--- src/rtl/sp_ram_pkg.sv ---
// rtl/sp_ram_pkg.sv - mode constants and FSM state type for sp_ram_ctl
package sp_ram_pkg;

  localparam int WM_NORMAL        = 0;
  localparam int WM_WRITE_THROUGH = 1;
  localparam int WM_READ_FIRST    = 2;

  localparam int RM_BYPASS   = 0;
  localparam int RM_PIPELINE = 1;

  typedef enum logic {
    ST_IDLE,
    ST_CLEAR
  } state_t;

endpackage

--- src/rtl/sp_ram_array.sv ---
// rtl/sp_ram_array.sv - raw single-port storage, one write port and one registered read port
// No reset anywhere so synthesis can map it onto block RAM.
module sp_ram_array #(
  parameter int DATA_W = 8,
  parameter int ADDR_W = 2
) (
  input  logic              clk,
  input  logic              we,
  input  logic              re,
  input  logic [ADDR_W-1:0] addr,
  input  logic [DATA_W-1:0] wdata,
  output logic [DATA_W-1:0] rdata
);

  logic [DATA_W-1:0] mem [2**ADDR_W];

  // Read sees the pre-write word on a same-edge write (read-first port).
  always_ff @(posedge clk) begin
    if (we) mem[addr] <= wdata;
    if (re) rdata <= mem[addr];
  end

endmodule

--- src/rtl/sp_ram_ctl.sv ---
// rtl/sp_ram_ctl.sv - single-port RAM controller: clear sweep, write modes, optional output register
// Stage 1 is either the RAM read register or a local hold register, picked by use_ram_q.
module sp_ram_ctl
  import sp_ram_pkg::*;
#(
  parameter int DATA_W     = 8,
  parameter int ADDR_W     = 2,
  parameter int READ_MODE  = 0,
  parameter int WRITE_MODE = 0,
  parameter int INIT_CLEAR = 1
) (
  input  logic              clk,
  input  logic              reset_n,
  input  logic              ce,
  input  logic              oce,
  input  logic              wre,
  input  logic [ADDR_W-1:0] ad,
  input  logic [DATA_W-1:0] din,
  input  logic              clr,
  output logic [DATA_W-1:0] dout,
  output logic              busy
);

  localparam state_t            RST_STATE = (INIT_CLEAR != 0) ? ST_CLEAR : ST_IDLE;
  localparam logic [ADDR_W-1:0] CNT_LAST  = '1;

  state_t            state_q, state_d;
  logic [ADDR_W-1:0] cnt_q, cnt_d;
  logic [DATA_W-1:0] hold_q, hold_d;
  logic              use_ram_q, use_ram_d;
  logic [DATA_W-1:0] out_q;
  logic              clr_hit;
  logic              arr_we, arr_re;
  logic [ADDR_W-1:0] arr_addr;
  logic [DATA_W-1:0] arr_wdata;
  logic [DATA_W-1:0] ram_q;
  logic [DATA_W-1:0] stage1;

  sp_ram_array #(
    .DATA_W(DATA_W),
    .ADDR_W(ADDR_W)
  ) u_array (
    .clk  (clk),
    .we   (arr_we),
    .re   (arr_re),
    .addr (arr_addr),
    .wdata(arr_wdata),
    .rdata(ram_q)
  );

  always_ff @(posedge clk or negedge reset_n) begin
    if (!reset_n) begin
      state_q   <= RST_STATE;
      cnt_q     <= '0;
      hold_q    <= '0;
      use_ram_q <= 1'b0;
    end else begin
      state_q   <= state_d;
      cnt_q     <= cnt_d;
      hold_q    <= hold_d;
      use_ram_q <= use_ram_d;
    end
  end

  always_comb begin
    state_d   = state_q;
    cnt_d     = cnt_q;
    hold_d    = hold_q;
    use_ram_d = use_ram_q;
    clr_hit   = 1'b0;
    arr_we    = 1'b0;
    arr_re    = 1'b0;
    arr_addr  = ad;
    arr_wdata = din;
    case (state_q)
      ST_CLEAR: begin
        arr_we    = 1'b1;
        arr_addr  = cnt_q;
        arr_wdata = '0;
        if (cnt_q == CNT_LAST) begin
          state_d = ST_IDLE;
          cnt_d   = '0;
        end else begin
          cnt_d = cnt_q + ADDR_W'(1);
        end
      end
      default: begin
        // clr wins over a same-cycle access, which is dropped entirely.
        if (clr) begin
          state_d   = ST_CLEAR;
          cnt_d     = '0;
          hold_d    = '0;
          use_ram_d = 1'b0;
          clr_hit   = 1'b1;
        end else if (ce) begin
          if (wre) begin
            arr_we = 1'b1;
            case (WRITE_MODE)
              WM_WRITE_THROUGH: begin
                hold_d    = din;
                use_ram_d = 1'b0;
              end
              WM_READ_FIRST: begin
                arr_re    = 1'b1;
                use_ram_d = 1'b1;
              end
              default: ;
            endcase
          end else begin
            arr_re    = 1'b1;
            use_ram_d = 1'b1;
          end
        end
      end
    endcase
  end

  assign stage1 = use_ram_q ? ram_q : hold_q;

  always_ff @(posedge clk or negedge reset_n) begin
    if (!reset_n) begin
      out_q <= '0;
    end else if (clr_hit) begin
      out_q <= '0;
    end else if (oce) begin
      out_q <= stage1;
    end
  end

  assign dout = (READ_MODE == RM_PIPELINE) ? out_q : stage1;
  assign busy = (state_q == ST_CLEAR);

endmodule

--- config.mk ---
export PLATFORM = sky130hd
export DESIGN_NAME = sp_ram_ctl
export DESIGN_NICKNAME = d
export VERILOG_FILES = /design/src/rtl/sp_ram_pkg.sv /design/src/rtl/sp_ram_array.sv /design/src/rtl/sp_ram_ctl.sv
export SDC_FILE = /design/constraint.sdc
export NUM_CORES = 1
export LEC_CHECK = 0
export BUFFER_PORTS_ARGS = -buffer_cell sky130_fd_sc_hd__buf_2
export CORE_MARGIN = 2
export CORE_UTILIZATION = 50
export DETAILED_ROUTE_END_ITERATION = 7
export PLACE_DENSITY = 0.73
export REMOVE_ABC_BUFFERS = 1
export SYNTH_ARGS = -nofsm -noshare
export SYNTH_HDL_FRONTEND = slang
export SYNTH_SLANG_ARGS = --single-unit
--- constraint.sdc ---
create_clock -name clk -period 2.1 [get_ports clk]
set_clock_uncertainty 0.05 [all_clocks]
set_input_delay 0.315 -clock clk [delete_from_list [all_inputs] [get_ports clk]]
set_output_delay 0.315 -clock clk [all_outputs]
set_load 0.05 [all_outputs]
==> summary by stage <==
Clock tree
The clock latency of the later-clocked register in the worst-skew pair is approximately 0.34 ns. For this design, the sink count on the clock tree is 44. The CTS tree is built. Once the clock tree was built, the setup fixing pass inserted 0 buffers.

The clock transition at the register clock pins on the worst setup and hold paths after CTS is ~0.11 ns. The H-tree generated during clock tree synthesis spans 2 levels. The TritonCTS buffer count is 5. The longest clock path from root to sink contains 2 buffers.

The library cell used as clock root buffer is sky130_fd_sc_hd__clkbuf_4.

Run status
The run finished with clean final reports.

GRT
The number of global-route vias before repair is between 800 and 900. The initial antenna violation count is 0. The overall track demand over capacity in global routing is between 10 and 15%. Entering global routing, the biggest net connects 14 pins. The wire length of the first global-routing pass is between 4 and 5 mm. The leftover overflow at the end of global routing is 0.

Power
The power after layout is 2.90 mW. The sequential power share is roughly half. In this run the static leakage power is around 0.76 nW. In this run, the clock network consumes 12.6% of the power.

Combinational logic burns 36.8% of the power. Of the total power, the share spent switching nets is 32.0%. The cell internal power dissipation is 1.97 mW. The power density over the cells is roughly 1400 nW/um^2. Across the VDD grid, the largest voltage drop is 0.724 mV. In this run the power spent charging and discharging nets is 0.930 mW.

Route
The number of antenna-violating nets in the routed design is 0. After detailed routing, the average wire length per cell comes to about 14 um. Dividing the detail-routed via count by the number of cells gives about 5. The routed via count is between 800 and 900. The routed design has 2.46 mm of wire. The length of the first detailed-routing pass in iterations is 5. For this block, the initial DRC count from the detailed router was 38. For this run, design rule violations remaining after detail routing come to 0.

Finish
Of the cells placed in the final design, the portion with a size suffix greater than 1 is between 30% and 40%. Fill cells in the final layout number 266. In the final design database the tool counted between 100 and 150 nets.

The final instance count without filler cells is around 180. The layout overhead on the synthesized area is 15.6%. The repair_antennas step left the layout with diodes totalling 0.

Floorplan
The total number of placement rows is 21. The vertical die dimension is between 60 and 70 um. The starting utilization of the core area is 52.4%. The die boundary width is roughly 63 um. The number of top-level pins is 25. The die outline area is between 4000 and 5000 sq um. The core box area is approximately 3400 sq um.

Placement
Detailed placement ended at an HPWL of 1.72 mm. Before CTS, the worst setup slack after placement is ~0.16 ns. The placer's final routability congestion estimate is between 0.7 and 0.8. The count of input and output buffers is 23. The cell total after placement is ~170.

Worst setup path
The cell at the slowest stage of the critical path is sky130_fd_sc_hd__dfstp_2. The data required time at the worst endpoint is ~2.1 ns. The kind of cell with the highest combined delay along the critical path is multiplexers.

The maximum cell stage delay along the critical path is just over 0.6 ns. STA classifies the critical path startpoint as a flop. STA classifies the critical path endpoint as a flop.

The setup path with the least slack is of type flop to flop. The sum of buffers and inverters on the critical path is 1. Along the worst path, the maximum fanout reaches 12. Data on the critical path arrives at its endpoint at between 1.5 and 2 ns.

The critical path goes through mux2i_2, buf_12, mux4_1.

Timing
The period utilization is slightly above 90%. The final-layout worst hold slack is approximately 0.12 ns. Summed over all failing endpoints, the final setup total negative slack is 0 ns. Counting I/O delays and the setup requirement, the final critical path takes 1.93 ns. The number of pins exceeding their max-slew limit in the final report is 0. The total of endpoints with negative setup slack in the final report is 0. The highest clock frequency the design can meet is between 500 and 600 MHz.

In the post-route analysis, the smallest setup slack over all paths is around 0.17 ns. The number of hold-slack violations in the final timing report is 0. At the pin with the least slew margin, the transition time is between 0.7 and 0.8 ns. Setup repair after global routing left no endpoint under its margin. Headroom to the max-slew limit came out at a little under half.

Logic synthesis
After synthesis the netlist holds a flip-flop and latch count of 44. The number of standard cells after synthesis is 93. The synthesized area per cell is around 19 sq um. In this run the cell area of the synthesized design comes to 1760 sq um. By area the synthesized netlist is led by sky130_fd_sc_hd__edfxtp_1, sky130_fd_sc_hd__mux4_2, sky130_fd_sc_hd__dfrtp_1. In this run, distinct cell masters in the synthesized netlist total 23.

The fraction of synthesized cell area taken by the top area cell type is 68.2%. Summing the sequential cell areas from Yosys gives roughly three quarters of the chip area. sky130_fd_sc_hd__edfxtp_1 takes more of the synthesized area than any other cell. The number of warnings reported in the yosys synthesis log is 0.

Worst hold path
The class of the worst hold path is primary input to flop.

Flow run
The number of max-cap violations is 0.
==> state kept, by name, indices dropped and copies added (netlist names) <==
| register | flops |
|---|---|
| use_ram_q | 1 |
| u_array.rdata | 8 |
| cnt_q | 2 |
| u_array.mem | 32 |
| busy | 1 |
==> cell type report <==
type | count | area [sq um] | area share [%]
clock buffers | 7 | 45.0 | 2.21
multi-input cells | 43 | 425 | 20.9
inverters | 3 | 11.3 | 0.553
well taps | 46 | 57.6 | 2.83
clock inverters | 1 | 5.00 | 0.246
flip-flops and latches | 44 | 1300 | 63.9
repair buffers | 31 | 190 | 9.34
==> worst register-to-register path, stage by stage (launching register included) <==
cell                      delay, ns
sky130_fd_sc_hd__dfstp_2       0.61
sky130_fd_sc_hd__mux2i_2       0.28
sky130_fd_sc_hd__buf_12        0.18
sky130_fd_sc_hd__mux4_1        0.56
==> metal layers <==
metal,global-route usage [%],vias up,part of all wire [%]
li1,-,432,-
met1,18.1,418,46
met2,22.2,22,48
met3,4.82,5,4.3
met4,7.34,0,1.2
met5,0,-,0
==> what timing repair did <==
item / 4_1_cts / 5_1_grt
hold endpoints to repair: 4 / 0
gates resized for setup: 0 / 0
hold buffers: 1 / 0
==> power groups by stage <==
| stage | logic, mW | clock network (mW) | registers, mW |
|---|---|---|---|
| after floorplan | 0.705 | 0 | 1.50 |
| after global placement | 1.07 | 0 | 1.47 |
| after detailed placement | 1.09 | 0 | 1.50 |
| after CTS | 1.09 | 0.379 | 1.48 |
| after global routing | 1.16 | 0.419 | 1.50 |
| final | 1.07 | 0.365 | 1.47 |
==> layout by cell type, fill, tap and decap left out, drive strengths merged, types with 2 or more instances in the layout <==
| master | synthesis | layout |
|---|---|---|
| edfxtp | 40 | 40 |
| buf | 2 | 30 |
| nor2b | 11 | 11 |
| and2 | 8 | 8 |
| mux4 | 8 | 8 |
| clkbuf | 1 | 7 |
| inv | 3 | 3 |
| nor2 | 3 | 3 |
| dfrtp | 3 | 3 |
| and3 | 2 | 2 |
| a21oi | 2 | 2 |
| mux2i | 2 | 2 |
==> synthesized netlist by cell type <==
cell                        n
sky130_fd_sc_hd__and2_1     8
sky130_fd_sc_hd__clkbuf_1   1
sky130_fd_sc_hd__o21ai_0    1
sky130_fd_sc_hd__buf_6      1
sky130_fd_sc_hd__a22o_1     1
sky130_fd_sc_hd__mux2i_2    1
sky130_fd_sc_hd__nor2_1     3
sky130_fd_sc_hd__nor2b_1   11
sky130_fd_sc_hd__a31oi_1    1
sky130_fd_sc_hd__edfxtp_1  40
sky130_fd_sc_hd__a22oi_1    1
sky130_fd_sc_hd__inv_1      3
sky130_fd_sc_hd__mux4_1     1
sky130_fd_sc_hd__a41oi_1    1
sky130_fd_sc_hd__mux4_2     7
sky130_fd_sc_hd__ha_1       1
sky130_fd_sc_hd__mux2i_4    1
sky130_fd_sc_hd__dfstp_2    1
sky130_fd_sc_hd__a21oi_1    2
sky130_fd_sc_hd__dfrtp_1    3
sky130_fd_sc_hd__buf_4      1
sky130_fd_sc_hd__nand2_1    1
sky130_fd_sc_hd__and3_1     2
==> through the flow <==
stage	instance area, sq um	utilization [%]
after global placement	1980	58.8
after global routing	2040	60.6
after detailed placement	1980	58.8
final	2040	60.6
after floorplan	1740	-
after CTS	2040	60.6
==> kinds of logic after synthesis <==
kind of cell	count (synthesis)	share of synthesized area, %
AOI/OAI and AO/OA	7	2.63
adders and majority gates	1	0.710
buffers and inverters	6	1.92
DFF	44	73.9
muxes	10	12.5
and+or+nand+nor	25	8.31
==> final timing paths <==
kind / cells after the start / endpoint / slack, ns / startpoint
min in group asynchronous: 2 / cnt_q[1] / 0.25 / reset_n
worst min-delay path: 2 / use_ram_q / 0.12 / clr
worst max register to register: 3 / u_array.rdata[6] / 0.17 / busy
worst min register to register: 1 / cnt_q[0] / 0.52 / cnt_q[0]
worst max-delay path: 3 / u_array.rdata[6] / 0.17 / busy
max in group asynchronous: 2 / busy / 1.55 / reset_n
No activity file was read; power rests on OpenSTA's default activity.
